**config.mk**
```make
export PLATFORM = sky130hd
export DESIGN_NAME = rv32m_muldiv_unit
export DESIGN_NICKNAME = d
export VERILOG_FILES = /design/src/rtl/rv32m_muldiv_unit.sv
export SDC_FILE = /design/constraint.sdc
export NUM_CORES = 2
export LEC_CHECK = 0
export BUFFER_PORTS_ARGS = -buffer_cell sky130_fd_sc_hd__buf_2
export CAP_MARGIN = 25
export CORE_MARGIN = 4
export CORE_UTILIZATION = 30
export DETAILED_ROUTE_END_ITERATION = 12
export PLACE_DENSITY = 0.5
export RECOVER_POWER = 100
export REMOVE_ABC_BUFFERS = 1
export SETUP_SLACK_MARGIN = 0.05
export SLEW_MARGIN = 10
export SYNTH_ARGS = -nofsm -noshare
export SYNTH_HDL_FRONTEND = slang
export SYNTH_SLANG_ARGS = --single-unit
```
**constraint.sdc**
```tcl
create_clock -name clk -period 8.95 [get_ports clk]
set_input_delay 0.4475 -clock clk [delete_from_list [all_inputs] [get_ports clk]]
set_output_delay 0.4475 -clock clk [all_outputs]
set_load 0.02 [all_outputs]
```
**src/rtl/rv32m_muldiv_unit.sv**
```systemverilog
// RV32M execute unit: single-cycle registered multiply and a 32-step restoring divider.
// Results are registered in out and announced by a one-cycle done pulse.
module rv32m_muldiv_unit #(
  parameter int XLEN = 32
) (
  input  logic            clk,
  input  logic            rst_n,
  input  logic            start,
  input  logic            flush,
  input  logic [2:0]      funct3,
  input  logic [XLEN-1:0] in1,
  input  logic [XLEN-1:0] in2,
  output logic            busy,
  output logic            done,
  output logic [XLEN-1:0] out,
  output logic [2:0]      dbg_state
);

  typedef enum logic [2:0] {
    S_IDLE = 3'd0,
    S_MUL  = 3'd1,
    S_DIV  = 3'd2,
    S_FIX  = 3'd3,
    S_DONE = 3'd4
  } state_t;

  state_t      state_q, state_d;
  logic [2:0]  op_q, op_d;
  logic [31:0] a_q, a_d, b_q, b_d;
  logic [31:0] quo_q, quo_d, rem_q, rem_d, dvs_q, dvs_d;
  logic        qneg_q, qneg_d, rneg_q, rneg_d;
  logic [5:0]  cnt_q, cnt_d;
  logic [31:0] out_q, out_d;

  // Handshake: start is taken only when busy=0 (IDLE or DONE); done marks out valid for one cycle.
  logic        mul_a_sgn, mul_b_sgn;
  logic signed [63:0] mul_a, mul_b, prod;
  logic        div_sgn;
  logic        div_zero, div_ovf;
  logic [31:0] spec_res;
  logic [32:0] rem_sh;
  logic        ge;
  logic [31:0] sub;
  logic [31:0] q_fix, r_fix;

  assign mul_a_sgn = (op_q == 3'b001) || (op_q == 3'b010);
  assign mul_b_sgn = (op_q == 3'b001);
  assign mul_a     = {{32{mul_a_sgn & a_q[31]}}, a_q};
  assign mul_b     = {{32{mul_b_sgn & b_q[31]}}, b_q};
  assign prod      = mul_a * mul_b;

  assign div_sgn  = ~funct3[0];
  assign div_zero = (b_q == 32'd0);
  assign div_ovf  = ~op_q[0] && (a_q == 32'h8000_0000) && (b_q == 32'hFFFF_FFFF);
  assign spec_res = op_q[1] ? (div_zero ? a_q : 32'd0)
                            : (div_zero ? 32'hFFFF_FFFF : 32'h8000_0000);

  // The partial remainder stays below the divisor, so a 32-bit subtract suffices once ge holds.
  assign rem_sh = {rem_q, quo_q[31]};
  assign ge     = (rem_sh >= {1'b0, dvs_q});
  assign sub    = rem_sh[31:0] - dvs_q;
  assign q_fix  = qneg_q ? (32'd0 - quo_q) : quo_q;
  assign r_fix  = rneg_q ? (32'd0 - rem_q) : rem_q;

  always_comb begin
    state_d = state_q;
    op_d    = op_q;
    a_d     = a_q;
    b_d     = b_q;
    quo_d   = quo_q;
    rem_d   = rem_q;
    dvs_d   = dvs_q;
    qneg_d  = qneg_q;
    rneg_d  = rneg_q;
    cnt_d   = cnt_q;
    out_d   = out_q;
    if (flush) begin
      state_d = S_IDLE;
      cnt_d   = 6'd0;
    end else begin
      case (state_q)
        S_IDLE, S_DONE: begin
          state_d = S_IDLE;
          if (start) begin
            op_d    = funct3;
            a_d     = in1;
            b_d     = in2;
            quo_d   = (div_sgn & in1[31]) ? (32'd0 - in1) : in1;
            dvs_d   = (div_sgn & in2[31]) ? (32'd0 - in2) : in2;
            rem_d   = 32'd0;
            qneg_d  = div_sgn & (in1[31] ^ in2[31]);
            rneg_d  = div_sgn & in1[31];
            cnt_d   = 6'd0;
            state_d = funct3[2] ? S_DIV : S_MUL;
          end
        end
        S_MUL: begin
          out_d   = (op_q[1:0] == 2'b00) ? prod[31:0] : prod[63:32];
          state_d = S_DONE;
        end
        S_DIV: begin
          if ((cnt_q == 6'd0) && (div_zero || div_ovf)) begin
            out_d   = spec_res;
            state_d = S_DONE;
          end else begin
            quo_d = {quo_q[30:0], ge};
            rem_d = ge ? sub : rem_sh[31:0];
            if (cnt_q == 6'd31) begin
              cnt_d   = 6'd0;
              state_d = S_FIX;
            end else begin
              cnt_d = cnt_q + 6'd1;
            end
          end
        end
        S_FIX: begin
          out_d   = op_q[1] ? r_fix : q_fix;
          state_d = S_DONE;
        end
        default: state_d = S_IDLE;
      endcase
    end
  end

  always_ff @(posedge clk or negedge rst_n) begin
    if (!rst_n) begin
      state_q <= S_IDLE;
      op_q    <= 3'd0;
      a_q     <= 32'd0;
      b_q     <= 32'd0;
      quo_q   <= 32'd0;
      rem_q   <= 32'd0;
      dvs_q   <= 32'd0;
      qneg_q  <= 1'b0;
      rneg_q  <= 1'b0;
      cnt_q   <= 6'd0;
      out_q   <= 32'd0;
    end else begin
      state_q <= state_d;
      op_q    <= op_d;
      a_q     <= a_d;
      b_q     <= b_d;
      quo_q   <= quo_d;
      rem_q   <= rem_d;
      dvs_q   <= dvs_d;
      qneg_q  <= qneg_d;
      rneg_q  <= rneg_d;
      cnt_q   <= cnt_d;
      out_q   <= out_d;
    end
  end

  assign busy      = (state_q == S_MUL) || (state_q == S_DIV) || (state_q == S_FIX);
  assign done      = (state_q == S_DONE);
  assign out       = out_q;
  assign dbg_state = state_q;

endmodule

```
Yosys cells after proc, flatten, opt, wreduce, memory -nomap -nowiden

Cells that the tools add are included.

Register bits: 206
Input bits: 71
Word-level logic and storage cells: 92
Output and inout port bits: 37

Mux-type cells: 29
Reduce and logical (&&, ||, !) cells: 20
Order comparisons: 1
Multiply operators: 1
Add/sub/neg operators: 6
Bitwise logic cells: 9
Equality and inequality tests: 15

Operator list:

| cell                                                 | count |
|---|---|
| two-way mux 32 bit                                   | 14 |
| case mux 32 bit (2 select lines)                     | 2 |
| subtractor 1 x 32 -> 32 bit (first input constant)   | 4 |
| case mux 32 bit (3 select lines)                     | 1 |
| equality test 32 bit (second input constant)         | 2 |
| multiplier 33 x 33 -> 64 bit                         | 1 |
| greater-or-equal comparator 33 x 32 -> 1 bit         | 1 |
| logical NOT 32 bit                                   | 1 |
| subtractor 32 bit                                    | 1 |
| two-way mux 31 bit                                   | 1 |
| two-way mux 6 bit                                    | 4 |
| case mux 6 bit (2 select lines)                      | 1 |
| equality test 3 x 2 -> 1 bit (second input constant) | 3 |
| two-way mux 3 bit                                    | 3 |
| case mux 3 bit (3 select lines)                      | 1 |
| AND reduction 3 bit                                  | 3 |
| adder 6 x 1 -> 6 bit (second input constant)         | 1 |
| equality test 3 x 1 -> 1 bit (second input constant) | 2 |
| equality test 6 x 5 -> 1 bit (second input constant) | 1 |
| logical NOT 6 bit                                    | 1 |
| != test 2 bit (second input constant)                | 3 |
| != test 3 bit (second input constant)                | 2 |
| nonzero test 3 bit                                   | 2 |
| bitwise AND 1 bit                                    | 5 |
| other kinds (12)                                     | 21 |

Longest topological paths before layout

Word-level depth: 8
Gate-level depth with buffers: 32
Depth with buffers taken out: 30

Least setup slack after synthesis

No wires, ideal clock.

Kind: register to register
Start point: register op_q[0]
End point: register out_q[29], in the netlist out[29]
Setup time: 0.126 ns
Period minus slack after synthesis: 8.435 ns
Slack: 0.515 ns
Buffers on the path: 2
Cell stages (with the launch flop): 29
Data required time: 8.824 ns
Arrival: 8.309 ns
Path through: dfrtp_1 xnor2_1 nor2_1 and2_0 clkbuf_1 nand2_1 fa_1 fa_1 inv_1 fa_1 inv_1 fa_1 inv_1 fa_1 fa_1 fa_1 inv_1 fa_1 inv_1 ha_1 clkbuf_1 and2_0 nand2_1 nor3_1 and3_1 a41oi_1 a31oi_1 nor4b_1 o32a_1

Longest elaborated chain between the ends: 7
Elaborated cells on any way between the ends: 16
Classes of those cells: 1 x mul; 3 x eq/ne; 2 x mux; 3 x bitwise; 7 x reduce/logical

Ends and longest elaborated chain:

| element                                                                              | line | source |
|---|---|---|
| from (decl)                                                                          | 28   | `logic [2:0] op_q, op_d;` |
| from (signal assigned)                                                               | 140  | `op_q <= op_d;` |
| parallel branches: the longest is 7 deep, another holds multiplier 33 x 33 -> 64 bit | --   |  |
| to (signal assigned)                                                                 | 149  | `out_q <= out_d;` |
| to (decl)                                                                            | 33   | `logic [31:0] out_q, out_d;` |

Several ways; the timed one is not identified.
A chain may end at the register's enable or synchronous reset.

Worst setup path after layout

Start point: register op_q[1]
End point: register out_q[27], in the netlist out[27]

Longest elaborated chain between the ends: 6
Elaborated cells on any way between the ends: 12
Classes of those cells: 1 x mul; 2 x eq/ne; 5 x mux; 2 x bitwise; 2 x reduce/logical

Ends and longest elaborated chain:

| element                                                                      | line   | source |
|---|---|---|
| equality test 3 x 1 -> 1 bit or equality test 3 x 2 -> 1 bit (tied branches) | 46, 47 |  |
| logical OR 1 bit                                                             | 46     | `assign mul_a_sgn = (op_q == 3'b001) \|\| (op_q == 3'b010);` |
| bitwise AND 1 bit                                                            | 48     | `assign mul_a = {{32{mul_a_sgn & a_q[31]}}, a_q};` |
| multiplier 33 x 33 -> 64 bit                                                 | 50     | `assign prod = mul_a * mul_b;` |
| two-way mux 32 bit                                                           | 98     | `out_d = (op_q[1:0] == 2'b00) ? prod[31:0] : prod[63:32];` |
| case mux 32 bit (3 select lines) *                                           | 81     | `case (state_q)` |

Every way passes the cells marked *; elsewhere a longest branch is shown, timed or not. The select of a mux whose other input is x is not followed.

==> reports/qor.yml <==
status: "finished, violations left"
violations: "capacitance limit, slew limit"
synth-edff-count: 0
clock_latency_ns: 0.57
fin_cells: 8390
antenna_found_initial: 15
grt_pass1_vias: 43480
wl_mm: 181.5
vias_per_cell: 4.920
drive_gt1_share_pct: 6.254
grt_max_degree: 91
gp_congestion: 0.9290
ant_nets: 0
synth_top_area_share_pct: 43.17
rr_worst_depth: 28
relSlewSlack_pct: -247.2
fp.dieW_um: 425.2
drc: 0
cpLargestDelayFamily: "adder cells"
path_common_cell: "fa_1"
syn-instance-count: 6090
die_h_um: 425.2
worst_pin_slew_ns: 5.208
mostFrequentLayoutCells: "inv_1 (1226), nand2_1 (1177), fa_1 (1123)"
io-pin-count: 108
cp_data_arrival_time_ns: 9.04
vias: 41279
r2r-end: "out[27]"
ys.flop_type: "dfrtp_1"
syn-cell-area_um2: 52210
cts.htree.levels: 1
synth.avg_cell_area_um2: 8.573
firstDrtPassIters: 6
max-clock-path-buffers: 3
cp-end-kind: "register"
synth_area_leader_cell: "fa_1"
cts-root-buf: "clkbuf_16"
timing.setup.tns_ns: 0
fin_ws_ns: 0.3609
yosysUniqueCellTypes: 84
cts_num_sinks: 205
post-route-period-util_pct: 95.97
maxSlewViolCount: 463
grt_usage_pct: 20.18
hpwl_mm: 150.6
num_rows: 152
yosys_register_bits: 205
final_hold_viol_count: 0
ys_seq_area_share_pct: 9.825
crit_buf_inv: 7
rrSetupSlack_ns: 0.36
cts_made_buffers: 27
grt_pass1_wl_mm: 279.2
worst_setup_path_start_kind: "register"
yosys_warnings: 0
whs_path_depth: 3
synthTopCellsByArea: "fa_1 (43%), dfrtp_1 (9.8%), inv_1 (8.8%)"
fin_nets: 7506
fin_skew_ns: 0.01377
rsz0062_at_grt: "no"
synthArstFlopShare_pct: 100.0
final_common_cell: "inv_1"
dp.cells: 8336
start_util_pct: 30.30
fmax_mhz: 116.4
holdCritStartpoint: "in2[17]"
setup_viol: 0
syn_to_final_growth_pct: 9.130
slowest_stage: "fa_1"
dp_slack_ns: -0.06786
path_class: "register to register"
cts_tree: "done"
wl_per_cell_um: 21.64
period_needed_ns: 8.589
drt-initial-drc-count: 2707
critPathRequiredTime_ns: 9.40
io_buffers: 107
r2r_start: "op_q[1]"
hp-class: "input port to register"
path_clk_slew_ns: 0.07
min_to: "b_q[17]"
cap_violations: 9
core_area_um2: 172300
dieArea_um2: 180800
crit_fanout: 15
grt_remaining_overflow: 0
slowest_delay_ns: 0.68
-- worst max-delay path by stage --
stage	slack, ns	cells past startpoint	endpoint	startpoint
after floorplan	-0.40	26	out[29]	op_q[1]
after detailed placement	-0.07	27	out[27]	a_q[14]
after global routing	0.04	28	out[24]	op_q[1]
final	0.36	28	out[27]	op_q[1]
after global placement	-0.08	27	out[27]	a_q[14]
after CTS	0.06	26	out[7]	a_q[17]
-- cells in the mapped netlist (17+ instances only) --
cell type and count:
ha_1 250, nor3_1 34, nor4_1 34, a21o_1 34, inv_1 1226, o31ai_1 37
mux2i_1 23, o21bai_1 21, nand3_1 50, o21ai_0 219, nand2_1 1177, and3_1 21
nand4_1 25, nor2b_1 22, or2_2 19, and2_1 309, xnor2_1 117, or3_1 21
nand2b_1 18, o21a_1 17, dfrtp_1 205, nor2_1 170, clkbuf_1 361, a21oi_1 215
xor2_1 84, fa_1 1126
-- worst reg2reg max path, delay by kind of cell (launching register included) --
family	cells	cell delay, ns
buf+inv	7	0.68
compound gates	5	1.14
simple gates	6	1.39
xor+xnor	1	0.14
flops	1	0.41
fa+ha+maj	9	4.72
-- sequential cells by signal, summed over array words and instances (netlist names) --
name,count
a_q,32
b_q,32
out,32
quo_q,32
rem_q,32
dvs_q,31
cnt_q,6
dbg_state,3
op_q,3
qneg_q,1
rneg_q,1
-- layer usage --
layer	track usage, %	share of wire (%)	up-vias
li1	-	-	18335
met1	28.23	45	21737
met2	34.71	48	1038
met3	1.643	4.5	163
met4	3.191	2.4	6
met5	0	0.020	-
-- kinds of logic after synthesis --
group	synth area share, %
compound gates	8.526
xor+xnor	3.372
fa+ha+maj	49.16
buf+inv	11.57
flops	9.825
mux	0.5488
simple gates	17.00
-- timing repair --
| action | 4_1_cts | 5_1_grt |
|---|---|---|
| gates cloned | 0 | 0 |
| endpoints found under the hold margin | 89 | 0 |
| hold buffers | 1 | 0 |
| setup endpoints to repair | 2 | 10 |
| setup buffers | 0 | 1 |
| resized for setup | 3 | 19 |
-- through the flow --
stage	utilization (%)	area [µm²]	hold WS (ns)
6_report	33.07	56980	0.1082
5_1_grt	33.06	56970	0.1432
4_1_cts	33.09	57010	0.08442
3_3_place_gp	32.54	56070	0.4646
2_1_floorplan	-	50780	0.1519
3_5_place_dp	32.54	56070	0.4663
-- cell type report --
class,count,area (µm²)
Fill cell,18451,115300
Sequential cell,205,5150
Antenna cell,4,10.01
Clock buffer,30,716.9
Timing Repair Buffer,318,2313
Clock inverter,16,209.0
Inverter,1227,4609
Multi-Input combinational cell,4280,41080
Tap cell,2310,2890
Power is left out: the tool's default activity adds up to more than one toggle a clock period on the data nets, which glitch-free logic cannot reach.
